### src/rtl/wbs_leaf_word_packer.sv
// ---------------------------------------------------------------------------
// wbs_leaf_word_packer
//   Wishbone slave that pairs two 32-bit firmware writes (lower half at +0,
//   upper half at +4) into one 64-bit write to a leaf/query SRAM loader over
//   a valid/ready handshake. Every bus cycle that hits the region is acked
//   exactly once. Protocol errors are counted, and a status word can be read.
//
// Ports
//   wb_clk_i    : clock
//   rst_n       : asynchronous active-low reset
//   wbs_cyc_i   : Wishbone cycle
//   wbs_stb_i   : Wishbone strobe
//   wbs_we_i    : 1 = write, 0 = read
//   wbs_sel_i   : byte selects (writes need 4'hF)
//   wbs_adr_i   : byte address
//   wbs_dat_i   : write data
//   wbs_ack_o   : one-cycle acknowledge
//   wbs_dat_o   : read data, zero whenever ack is low
//   mem_wvalid  : downstream write request
//   mem_wready  : downstream accepts the request
//   mem_waddr   : downstream 64-bit word index
//   mem_wdata   : {upper half, lower half}
//   word_cnt    : completed 64-bit writes (wraps)
//   err_cnt     : protocol errors (saturates)
// ---------------------------------------------------------------------------
module wbs_leaf_word_packer #(
  parameter logic [31:0] BASE_ADDR   = 32'h3002_0000,
  parameter logic [31:0] ADDR_MASK   = 32'hFFFF_0000,
  parameter int          WORD_ADDR_W = 9
) (
  input  logic                   wb_clk_i,
  input  logic                   rst_n,
  input  logic                   wbs_cyc_i,
  input  logic                   wbs_stb_i,
  input  logic                   wbs_we_i,
  input  logic [3:0]             wbs_sel_i,
  input  logic [31:0]            wbs_adr_i,
  input  logic [31:0]            wbs_dat_i,
  output logic                   wbs_ack_o,
  output logic [31:0]            wbs_dat_o,
  output logic                   mem_wvalid,
  input  logic                   mem_wready,
  output logic [WORD_ADDR_W-1:0] mem_waddr,
  output logic [63:0]            mem_wdata,
  output logic [15:0]            word_cnt,
  output logic [7:0]             err_cnt
);

  typedef enum logic [1:0] {
    S_IDLE = 2'd0,
    S_MEM  = 2'd1,
    S_ACK  = 2'd2
  } state_t;

  state_t                 r_state;
  logic [31:0]            r_lo_hold;
  logic [WORD_ADDR_W-1:0] r_lo_idx;
  logic                   r_lo_valid;
  logic [31:0]            r_rdata;
  logic [WORD_ADDR_W-1:0] r_waddr;
  logic [63:0]            r_wdata;
  logic [15:0]            r_word_cnt;
  logic [7:0]             r_err_cnt;

  logic                   w_hit;
  logic                   w_upper;
  logic [WORD_ADDR_W-1:0] w_idx;

  function automatic logic [7:0] sat_inc8(input logic [7:0] v);
    return (v == 8'hFF) ? v : v + 8'd1;
  endfunction

  assign w_hit   = wbs_cyc_i & wbs_stb_i & ((wbs_adr_i & ADDR_MASK) == BASE_ADDR);
  assign w_upper = wbs_adr_i[2];
  assign w_idx   = wbs_adr_i[WORD_ADDR_W+2:3];

  always_ff @(posedge wb_clk_i or negedge rst_n) begin
    if (!rst_n) begin
      r_state    <= S_IDLE;
      r_lo_hold  <= '0;
      r_lo_idx   <= '0;
      r_lo_valid <= 1'b0;
      r_rdata    <= '0;
      r_waddr    <= '0;
      r_wdata    <= '0;
      r_word_cnt <= '0;
      r_err_cnt  <= '0;
    end else begin
      case (r_state)
        S_IDLE: begin
          r_rdata <= '0;
          if (w_hit) begin
            if (wbs_we_i) begin
              if (wbs_sel_i != 4'hF) begin
                // Partial writes are rejected outright; pairing state is untouched.
                r_err_cnt <= sat_inc8(r_err_cnt);
                r_state   <= S_ACK;
              end else if (!w_upper) begin
                // A repeated lower half simply replaces the held one.
                r_lo_hold  <= wbs_dat_i;
                r_lo_idx   <= w_idx;
                r_lo_valid <= 1'b1;
                r_state    <= S_ACK;
              end else if (r_lo_valid && (w_idx == r_lo_idx)) begin
                r_waddr <= w_idx;
                r_wdata <= {wbs_dat_i, r_lo_hold};
                r_state <= S_MEM;
              end else begin
                // Orphan or mismatched upper half: drop the pairing entirely.
                r_err_cnt  <= sat_inc8(r_err_cnt);
                r_lo_valid <= 1'b0;
                r_state    <= S_ACK;
              end
            end else begin
              r_rdata <= w_upper ? {r_err_cnt, 7'b0, r_lo_valid, r_word_cnt} : r_lo_hold;
              r_state <= S_ACK;
            end
          end
        end
        S_MEM: begin
          // The downstream write always completes, even if the master has left.
          if (mem_wready) begin
            r_word_cnt <= r_word_cnt + 16'd1;
            r_lo_valid <= 1'b0;
            r_state    <= S_ACK;
          end
        end
        S_ACK: begin
          r_state <= S_IDLE;
        end
        default: begin
          r_state <= S_IDLE;
        end
      endcase
    end
  end

  // Ack is gated by the live strobe so an aborted master never sees a stray ack.
  assign wbs_ack_o  = (r_state == S_ACK) & wbs_cyc_i & wbs_stb_i;
  assign wbs_dat_o  = wbs_ack_o ? r_rdata : 32'h0;
  assign mem_wvalid = (r_state == S_MEM);
  assign mem_waddr  = r_waddr;
  assign mem_wdata  = r_wdata;
  assign word_cnt   = r_word_cnt;
  assign err_cnt    = r_err_cnt;

endmodule

### config.mk
export PLATFORM = sky130hd
export DESIGN_NAME = wbs_leaf_word_packer
export DESIGN_NICKNAME = d
export VERILOG_FILES = /design/src/rtl/wbs_leaf_word_packer.sv
export SDC_FILE = /design/constraint.sdc
export NUM_CORES = 1
export LEC_CHECK = 0
export ABC_AREA = 1
export CORE_UTILIZATION = 44
export CTS_BUF_LIST = sky130_fd_sc_hd__clkbuf_16
export CTS_CLUSTER_SIZE = 10
export DETAILED_ROUTE_END_ITERATION = 10
export PLACE_DENSITY = 0.77
export SYNTH_ARGS = -nofsm -noshare
export SYNTH_HDL_FRONTEND = slang
export SYNTH_SLANG_ARGS = --single-unit
### constraint.sdc
create_clock -name wb_clk_i -period 1.59 [get_ports wb_clk_i]
set_input_delay 0.318 -clock wb_clk_i [delete_from_list [all_inputs] [get_ports wb_clk_i]]
set_output_delay 0.318 -clock wb_clk_i [all_outputs]
set_load 0.01 [all_outputs]
==> results.md <==
- Die ar.: 0.0179 mm²
- Crit Path Class: register to register
- Slew Viols, Final: 0
- Slowest-stage cell, CP: dfrtp_1
- Vias per cell: between 5 and 6
- Sink Count: ~170
- DRT antenna net count: 0
- CTS tree: yes
- Die W: 134 µm
- Final worst slack: -479 ps
- Critical Path Fanout Max: 7
- Initial antenna violation count: 1
- Total Wirelength: between 30 and 40 mm
- Starting density of the core: 0.455
- Port Buffers: slightly below 200
- CP required: between 1500 and 2000 ps
- Fmax: around 480 MHz
- CTS Buf Count: 17
- Ys Warns: 0
- Post-DP Area: ~0.01 mm²
- GPL Wtd Cong: roughly 0.84
- Yosys top cell by area: dfrtp_1
- Final hold slack: 165 ps
- Startpoint types: register
- Inst Count DP: about 1,300
- RSZ-0062 raised after global routing: true
- Vias in the first global route: between 7,000 and 8,000
- Max clock buf depth: 2
- CTS root buf: clkbuf_16
- Status: complete, but fails checks
- Worst slew pin tran: between 400 and 500 ps
- Count of final hold-check violations: 0
- DR DRC count: 0
- Synth cell types: 31
- DRT iter0 DRCs: around 470
- Post-route clock period utilization: 1.30
- Share of cells above drive strength 1: 0.374
- Routed wl met2: roughly 15 mm
- Final Critical Period: slightly above 2000 ps
- Core area: ~0.017 mm²
- Post-synth top area share: 0.567
- Setup TNS: -61,490 ps
- Top Metal Used: met4
- Max Cap Viol: 0
- H-tree Lvls: 4
- Cells along the critical path: inv_1 > nand2_1 > nand2_1 > nand3_2 > nor2_4 > inv_2 > nor2_4 > nand4_1 > buf_4 > buf_12 > clkbuf_16 > nand2_2 > o21ai_1
- Syn Inst Count: 898
- Final Cell Area: 0.0135 mm²
- First-pass GRT wire length: roughly 39 mm
- Sequential area share after synthesis: 0.567
- Row cnt: 47
- Failing checks: negative setup slack
- Fillers: 967
- Worst skew pair latency: 440 ps
- CP peak stage delay: roughly 400 ps
- TritonRoute pass-1 iters: 7
- # IOs: ~200
- Grt total ovfl: 0
- Largest net degree at the start of global routing: between 40 and 50
- Setup WS pre-CTS: -772 ps
- Met3 WL: about 2.2 mm
- Cell Area, Synth: between 0.007 and 0.008 mm²
- Finished Layout Cells: roughly 1,500
- Final Setup Violations: 198
- Via count: ~8,000
- HPWL Detailed: about 15 mm
- Seq cells post-synth: 173
- Avg Cell Area, Syn: 8.50 µm²
- DR WL/cell: ~21 µm
- Clock skew: roughly 11 ps
- CP endpoint kind: register
- Slew HR: 0.730
- Data arrival time of the critical path: 2380 ps
- Combined flip-flop and latch cell area: 0.00433 mm²
- Top cells by area, synth: dfrtp_1, nand2_1, inv_1, o21ai_0, o21ai_1
- Area grow syn2layout: 76.8%
- CTS clk-pin slew, worst paths: ~70 ps
- Area of the multi-input gates: roughly 0.0037 mm²
- GRT Util Overall: 0.288
- VDD IR max: around 0.84 mV
- Pwr/cell area: 706 mW/mm²
- Mapped Nets: 974
- Leakage: between 7 and 8 nW
- Met1 wire length: between 10 and 15 mm
- Die Ht: roughly 130 µm
- Layout Nets: approximately 1,300
- Min-Delay Path Class: input port to register
## cell usage in the layout (no fill, tap or decap), drive strengths merged, types with 2 or more instances in the layout
cell type,count
clkdlybuf4s50,48
xor2,9
o21ai,151
dlygate4sd2,43
nor3,8
dfrtp,173
inv,146
xnor2,8
nor2,62
nand3b,2
nor4,2
ha,2
clkdlybuf4s15,6
bufinv,5
buf,165
nand4,12
clkinv,6
nand2,238
nand3,17
o22ai,25
clkbuf,31
dlymetal6s2s,65
## metal layers
layer / vias up / track usage
li1: 3488 / -
met1: 3980 / 0.371
met2: 388 / 0.481
met3: 106 / 0.0578
met4: 0 / 0.105
met5: - / 0
## cell usage after synthesis
cell type	number
nand2_1	237
dfrtp_1	173
inv_1	143
o21ai_0	84
o21ai_1	67
nor2_1	55
o22ai_1	25
nand3_1	16
clkbuf_1	15
buf_2	14
nand4_1	12
xor2_1	9
buf_6	8
xnor2_1	8
nor2_2	7
nor3_1	5
buf_1	2
ha_1	2
nand3b_1	2
nor3_2	2
nor4_1	2
a21oi_1	1
a22oi_1	1
buf_4	1
inv_2	1
nand2_2	1
nand3_4	1
nor3_4	1
nor3b_1	1
o31ai_1	1
or2_2	1
## final timing paths
| check | startpoint | end | slack (ps) | cells past startpoint |
|---|---|---|---|---|
| hold reg to reg | mem_wdata[16]$_DFFE_PN0P_ | mem_wdata[16]$_DFFE_PN0P_ | 480 | 2 |
| setup reg to reg | r_lo_idx[6]$_DFFE_PN0P_ | mem_wdata[55]$_DFFE_PN0P_ | -480 | 13 |
| hold / removal | wbs_adr_i[5] | r_lo_idx[2]$_DFFE_PN0P_ | 170 | 3 |
| setup / recovery | r_lo_idx[6]$_DFFE_PN0P_ | mem_wdata[55]$_DFFE_PN0P_ | -480 | 13 |
| min in group asynchronous | rst_n | mem_wdata[3]$_DFFE_PN0P_ | 360 | 2 |
| max in group asynchronous | rst_n | err_cnt[2]$_DFFE_PN0P_ | 620 | 3 |
## critical path: cells and delay by family, from the launching register on
| kind | cells | cell delay, ps |
|---|---|---|
| flip-flops | 1 | 400 |
| buffers and inverters | 5 | 690 |
| AO/OA/AOI/OAI | 1 | 70 |
| AND/OR/NAND/NOR | 7 | 780 |
## final cells by class
| type | count | share of cell area |
|---|---|---|
| Antenna cell | 1 | 0.000185 |
| Clock buffer | 17 | 0.0315 |
| Clock inverter | 14 | 0.0148 |
| Inverter | 144 | 0.0401 |
| Multi-Input combinational cell | 541 | 0.273 |
| Sequential cell | 173 | 0.321 |
| Tap cell | 220 | 0.0204 |
| Timing Repair Buffer | 342 | 0.299 |
## logic make-up after synthesis
kind of cell,Yosys count,synth area share
AND/OR/NAND/NOR,343,0.186
flip-flops,173,0.567
AO/OA/AOI/OAI,179,0.122
adder cells (fa/ha/maj),2,0.00328
XOR/XNOR,17,0.0195
buffers and inverters,184,0.101
## metrics by stage
stage	total power, mW	utilization
after floorplan	4.62	-
after CTS	9.47	0.706
after global placement	4.99	0.613
after detailed placement	4.99	0.613
after global routing	9.76	0.805
final	9.52	0.805
## registers in the layout (all words and copies together), names as in the netlist
register / flops
err_cnt: 8
mem_waddr: 9
mem_wdata: 64
r_lo_hold: 32
r_lo_idx: 9
r_lo_valid: 1
r_rdata: 32
r_state: 2
word_cnt: 16
## what timing repair did
action	in CTS	in global routing
pin swaps	20	66
setup buffers	30	14
gates resized for setup	307	400
gates cloned	20	22
hold buffers	1	0
endpoints found under the hold margin	34	0
setup endpoints to repair	285	254
## report_power, final
part	switching [mW]	total [mW]	internal (mW)	leakage (nW)
Combinational	0.310	0.580	0.270	4.95
Clock	1.78	4.53	2.76	0.307
Sequential	0.00462	4.41	4.41	2.17
Power figures use the tool's default switching activity.
